==> src/rtl/alu_rr_arbiter_pkg.sv <==
// Shared definitions for the ALU arbiter: ALU op codes and FSM state encodings.
package alu_rr_arbiter_pkg;

    localparam logic [2:0] ALU_ADD = 3'b000;
    localparam logic [2:0] ALU_SUB = 3'b001;
    localparam logic [2:0] ALU_AND = 3'b010;
    localparam logic [2:0] ALU_OR  = 3'b011;
    localparam logic [2:0] ALU_SRL = 3'b100;
    localparam logic [2:0] ALU_SRA = 3'b101;

    localparam logic [1:0] ST_IDLE = 2'b00;
    localparam logic [1:0] ST_EXEC = 2'b01;
    localparam logic [1:0] ST_RESP = 2'b10;

    typedef enum logic [1:0] {
        IDLE = ST_IDLE,
        EXEC = ST_EXEC,
        RESP = ST_RESP
    } state_t;

endpackage

==> src/rtl/alu_rr_arbiter_rr_grant2.sv <==
// Combinational two-way grant. Round-robin on last_grant by default;
// ALU_ARB_FIXED_PRIO_EN makes requester 0 always win contention.
module rr_grant2 (
    input  logic valid0,
    input  logic valid1,
    input  logic last_grant,
    output logic any_valid,
    output logic grant
);

    assign any_valid = valid0 | valid1;

`ifdef ALU_ARB_FIXED_PRIO_EN
    logic unused_last_grant;
    assign unused_last_grant = last_grant;

    always_comb begin
        grant = 1'b0;
        if (!valid0 && valid1) begin
            grant = 1'b1;
        end
    end
`else
    // Under contention the requester that did not win last time goes next.
    always_comb begin
        grant = 1'b0;
        if (valid0 && valid1) begin
            grant = ~last_grant;
        end else if (valid1) begin
            grant = 1'b1;
        end
    end
`endif

endmodule

==> src/rtl/alu_rr_arbiter.sv <==
// Shares one external 32-bit ALU between two requesters with a tagged response
// channel. Optional macro ALU_ARB_FIXED_PRIO_EN selects fixed priority for requester 0.
module alu_rr_arbiter
    import alu_rr_arbiter_pkg::*;
#(
    parameter int WIDTH = 32,
    parameter int OPW   = 3
) (
    input  logic             clk,
    input  logic             reset,

    input  logic             req0_valid,
    output logic             req0_ready,
    input  logic [OPW-1:0]   req0_op,
    input  logic [WIDTH-1:0] req0_a,
    input  logic [WIDTH-1:0] req0_b,

    input  logic             req1_valid,
    output logic             req1_ready,
    input  logic [OPW-1:0]   req1_op,
    input  logic [WIDTH-1:0] req1_a,
    input  logic [WIDTH-1:0] req1_b,

    output logic             rsp_valid,
    input  logic             rsp_ready,
    output logic             rsp_id,
    output logic [WIDTH-1:0] rsp_data,

    output logic [WIDTH-1:0] alu_a,
    output logic [WIDTH-1:0] alu_b,
    output logic [OPW-1:0]   alu_op,
    input  logic [WIDTH-1:0] alu_c
);

    state_t           state;
    state_t           next_state;
    logic             last_grant;
    logic             id_r;
    logic [OPW-1:0]   op_r;
    logic [WIDTH-1:0] a_r;
    logic [WIDTH-1:0] b_r;
    logic [WIDTH-1:0] res_r;
    logic             any_valid;
    logic             grant;
    logic             accept;

    rr_grant2 u_grant (
        .valid0     (req0_valid),
        .valid1     (req1_valid),
        .last_grant (last_grant),
        .any_valid  (any_valid),
        .grant      (grant)
    );

    assign accept = (state == IDLE) && any_valid;

    always_ff @(posedge clk) begin
        if (reset) begin
            state <= IDLE;
        end else begin
            state <= next_state;
        end
    end

    always_comb begin
        next_state = state;
        case (state)
            IDLE:    if (accept) next_state = EXEC;
            EXEC:    next_state = RESP;
            RESP:    if (rsp_ready) next_state = IDLE;
            default: next_state = IDLE;
        endcase
    end

    // ALU inputs come straight from the operand registers so they stay stable for the whole op.
    always_comb begin
        req0_ready = accept && !grant;
        req1_ready = accept && grant;
        rsp_valid  = (state == RESP);
        rsp_data   = res_r;
        rsp_id     = id_r;
        alu_a      = a_r;
        alu_b      = b_r;
        alu_op     = op_r;
    end

    // last_grant resets to 1 so requester 0 wins the first contention.
    always_ff @(posedge clk) begin
        if (reset) begin
            last_grant <= 1'b1;
            id_r       <= 1'b0;
            op_r       <= '0;
            a_r        <= '0;
            b_r        <= '0;
            res_r      <= '0;
        end else begin
            if (accept) begin
                last_grant <= grant;
                id_r       <= grant;
                op_r       <= grant ? req1_op : req0_op;
                a_r        <= grant ? req1_a  : req0_a;
                b_r        <= grant ? req1_b  : req0_b;
            end
            if (state == EXEC) begin
                res_r <= alu_c;
            end
        end
    end

endmodule

==> config.mk <==
export PLATFORM = sky130hd
export DESIGN_NAME = alu_rr_arbiter
export DESIGN_NICKNAME = d
export VERILOG_FILES = /design/src/rtl/alu_rr_arbiter_pkg.sv /design/src/rtl/alu_rr_arbiter_rr_grant2.sv /design/src/rtl/alu_rr_arbiter.sv
export SDC_FILE = /design/constraint.sdc
export NUM_CORES = 1
export LEC_CHECK = 0
export BUFFER_PORTS_ARGS = -buffer_cell sky130_fd_sc_hd__buf_2
export CELL_PAD_IN_SITES_DETAIL_PLACEMENT = 0
export CELL_PAD_IN_SITES_GLOBAL_PLACEMENT = 1
export CORE_MARGIN = 4
export CORE_UTILIZATION = 29
export CTS_BUF_LIST = sky130_fd_sc_hd__clkbuf_4 sky130_fd_sc_hd__clkbuf_8 sky130_fd_sc_hd__clkbuf_16
export DETAILED_ROUTE_END_ITERATION = 7
export PLACE_DENSITY_LB_ADDON = 0.15
export RECOVER_POWER = 50
export SLEW_MARGIN = 25
export SYNTH_ARGS = -nofsm -noshare
export SYNTH_HDL_FRONTEND = slang
export SYNTH_SLANG_ARGS = --single-unit
==> constraint.sdc <==
create_clock -name clk -period 1.6 [get_ports clk]
set_clock_uncertainty 0.05 [all_clocks]
set_input_delay 0.24 -clock clk [delete_from_list [all_inputs] [get_ports clk]]
set_output_delay 0.24 -clock clk [all_outputs]
set_load 0.01 [all_outputs]
==> impl_results.md <==
* Top delay family on crit path: flip-flops
* Synthesized Nets at 718
* Type of the worst setup path: flop to primary output
* Sw Ratio at 0.2956
* Net Sw Power at 1.965 mW
* Layout cells sized above 1 at 0.2767
* Post-synthesis mux area share at 0
* Pin count of the biggest net entering global routing at 48
* Core area at 14480 sq um
* Synth Flop Type: dfxtp_1
* Iter 0 DRT Violations at 329
* Worst hold path class: input port to flop
* Max-Cap Viols at 0
* Fin Hold WS at 0.08189 ns
* Bufs and invs on worst path at 1
* Post-DR vias/cell at 5.190
* Clock power share at 0.341
* Clock sinks at 103
* Register share of total power at 0.439
* Die W at 129.4 um
* Final period utilization at 0.9389
* Via count at 5081
* CTS tree: done
* Hold_buf cts at 0
* Reg2Reg Depth at 4
* Final std cells w/o fill at 979
* ANT cells at 0
* Clock period minus worst slack at 1.502 ns
* Critical Path AT at 1.21 ns
* Setup slack at placement at 0.1903 ns
* CP max stage delay at 0.37 ns
* Dpl cells at 960
* Largest cells by area after synthesis: dfxtp_1, nand3_1, a31oi_1
* Wire per inst at 17.07 um
* Pint at 4.682 mW
* Final ANT Viol Nets at 0
* GRT overflow at 0
* RR Startpoint: state[1]
* Cell taking the most area after synthesis: dfxtp_1
* Most frequent cells after synthesis: nand3_1, dfxtp_1, o21ai_1, a31oi_1, nand2_1
* RSZ-0062 raised after global routing: no
* Avg Inst Size Synth at 7.816 sq um
* Synth warn at 0
* Std cell rows at 44
* Least-Margin Pin Slew at 0.4897 ns
* Fmax at 665.7 MHz
* Seq cells post-synth at 103
* Final core occ at 0.4208
* Status: complete, no violations
* Leak at 2.376 nW
* Slew HR at 0.6735
* XOR/XNOR share of the synthesized area at 0
* DRC at 0
* Post-synth ARST share at 0
* H-tree lvl count at 3
* Die H at 129.4 um
* Post-synth EDFFs at 0
* Compound-gate portion of the synthesized area at 0.2227
* CTS Buf Count at 9
* First-pass GRT wire length at 25.70 mm
* Slowest-stage cell, CP: dfxtp_2
* Gr usage total at 0.1908
* Crit-path max FO at 4
* Hold_sp: alu_c[21]
* Total power at 6.647 mW
* Mapped Area at 4275 sq um
* Worst-skew pair later-pin latency at 0.34 ns
* Area post-placement at 5896 sq um
* DRT Pass-1 Iters at 4
* Critical Path Stages at 3
* Yosys top cell area share at 0.4823
* WHS Path Cells at 3
* Setup violators final at 0
* P&R area growth vs syn at 42.52%
* # nets final at 961
* WL final at 16.71 mm
* Req. time, crit path at 1.31 ns
* Synth unique cells at 21
* Simple-gate area share of the yosys netlist at 0.2309
* Most common cell in the netlist: nand3_1
* Port bufs at 273
* Crit path launch: last_grant
* Setup TNS Final at 0 ns
* Final Wtd Congestion at 0.7521
* Final HPWL DP at 11.48 mm
* Clk root buf: clkbuf_16
* Mapped Cells at 547
* Largest family of logic cells by synthesized area: simple AND/OR/NAND/NOR gates
* Worst vdd ir at 0.4964 mV
* Post-layout instance area at 6093 sq um
* Final hold violation count at 0
* Power per cell area at 1091 nW/um^2
* Critical path cell sequence: nand2b_4 -> and3_1 -> buf_2
* Synth Area in Adders at 0
* Critical path launch point type: flop
* CTS max path bufs at 2
* Vias in the first global route at 4960
* Crit. End Element: primary output
* Initial antenna violation count at 0
* Clk slew on worst S/H paths at 0.07 ns
* Register area share after synthesis at 0.4823
* Starting Density at 0.2953
* Final worst slack at 0.09771 ns
* Pins Over Slew Limit at 0
* Combinational power share at 0.220
* Die area at 16750 sq um
* Ports at 274
cell type report:
class                      count  area (sq um)
clock buffer                  13         261.5
clock inverter                 3         42.54
fill                        1562          8386
inverter                       1         3.754
multi-input combinational    381          1976
sequential                   103          2066
tap                          184         230.2
timing repair buffer         294          1514
metal layers:
layer | vias up | wire (um) | track usage
met5 | - | 0 | 0
met4 | 0 | 335 | 0.06907
met3 | 23 | 1567 | 0.04452
met2 | 230 | 7904 | 0.3195
met1 | 2371 | 6906 | 0.2407
li1 | 2457 | - | -
state kept, by name, summed over array words and instances (netlist names):
name,flops
alu_a,32
alu_b,32
rsp_data,32
alu_op,3
state,2
last_grant,1
rsp_id,1
cell usage in the layout, fill, tap and decap left out, drive strengths merged:
master / synthesis / final
nand2b: 3 / 3
a31oi: 67 / 67
a211oi: 1 / 1
inv: 1 / 1
a21boi: 1 / 1
bufinv: 0 / 1
a21oi: 33 / 33
clkbuf: 36 / 114
nand3: 134 / 134
or2: 1 / 1
and2: 1 / 1
nor2b: 2 / 2
nand2: 64 / 64
a211o: 1 / 1
clkinv: 0 / 1
nor3b: 1 / 1
dfxtp: 103 / 103
nor2: 3 / 3
o21ai: 68 / 68
and3: 1 / 1
clkinvlp: 0 / 1
buf: 26 / 193
logic make-up (layout without fill, tap and decap cells):
logic type / count (synthesis) / after routing
AND/OR/NAND/NOR: 210 / 210
AO/OA/AOI/OAI: 171 / 171
flip-flops: 103 / 103
buffers and inverters: 63 / 311
worst register-to-register path, stage by stage (launching register included):
cell	delay [ns]
dfxtp_2	0.37
or2_2	0.34
buf_12	0.20
o21ai_1	0.17
a31oi_1	0.09
path summary, 6_finish.rpt:
path | endpoint | slack, ns
setup reg to reg | alu_b[29] | 0.24
hold reg to reg | rsp_data[21] | 0.40
setup / recovery | req0_ready | 0.1
hold / removal | rsp_data[21] | 0.08
power groups by stage:
stage / registers, mW / logic, mW / clock network [mW]
after floorplan: 3.06 / 0.688 / 0
after global placement: 2.96 / 1.51 / 0
after detailed placement: 2.96 / 1.52 / 0
after CTS: 2.91 / 1.53 / 2.34
after global routing: 2.94 / 1.62 / 2.42
final: 2.92 / 1.46 / 2.27
repair_timing:
item | 4_1_cts | 5_1_grt
setup buffers | 1 | 2
gates resized for setup | 1 | 3
setup endpoints to repair | 2 | 3
pin swaps | 1 | 1
(Power assumes the default switching activity.)
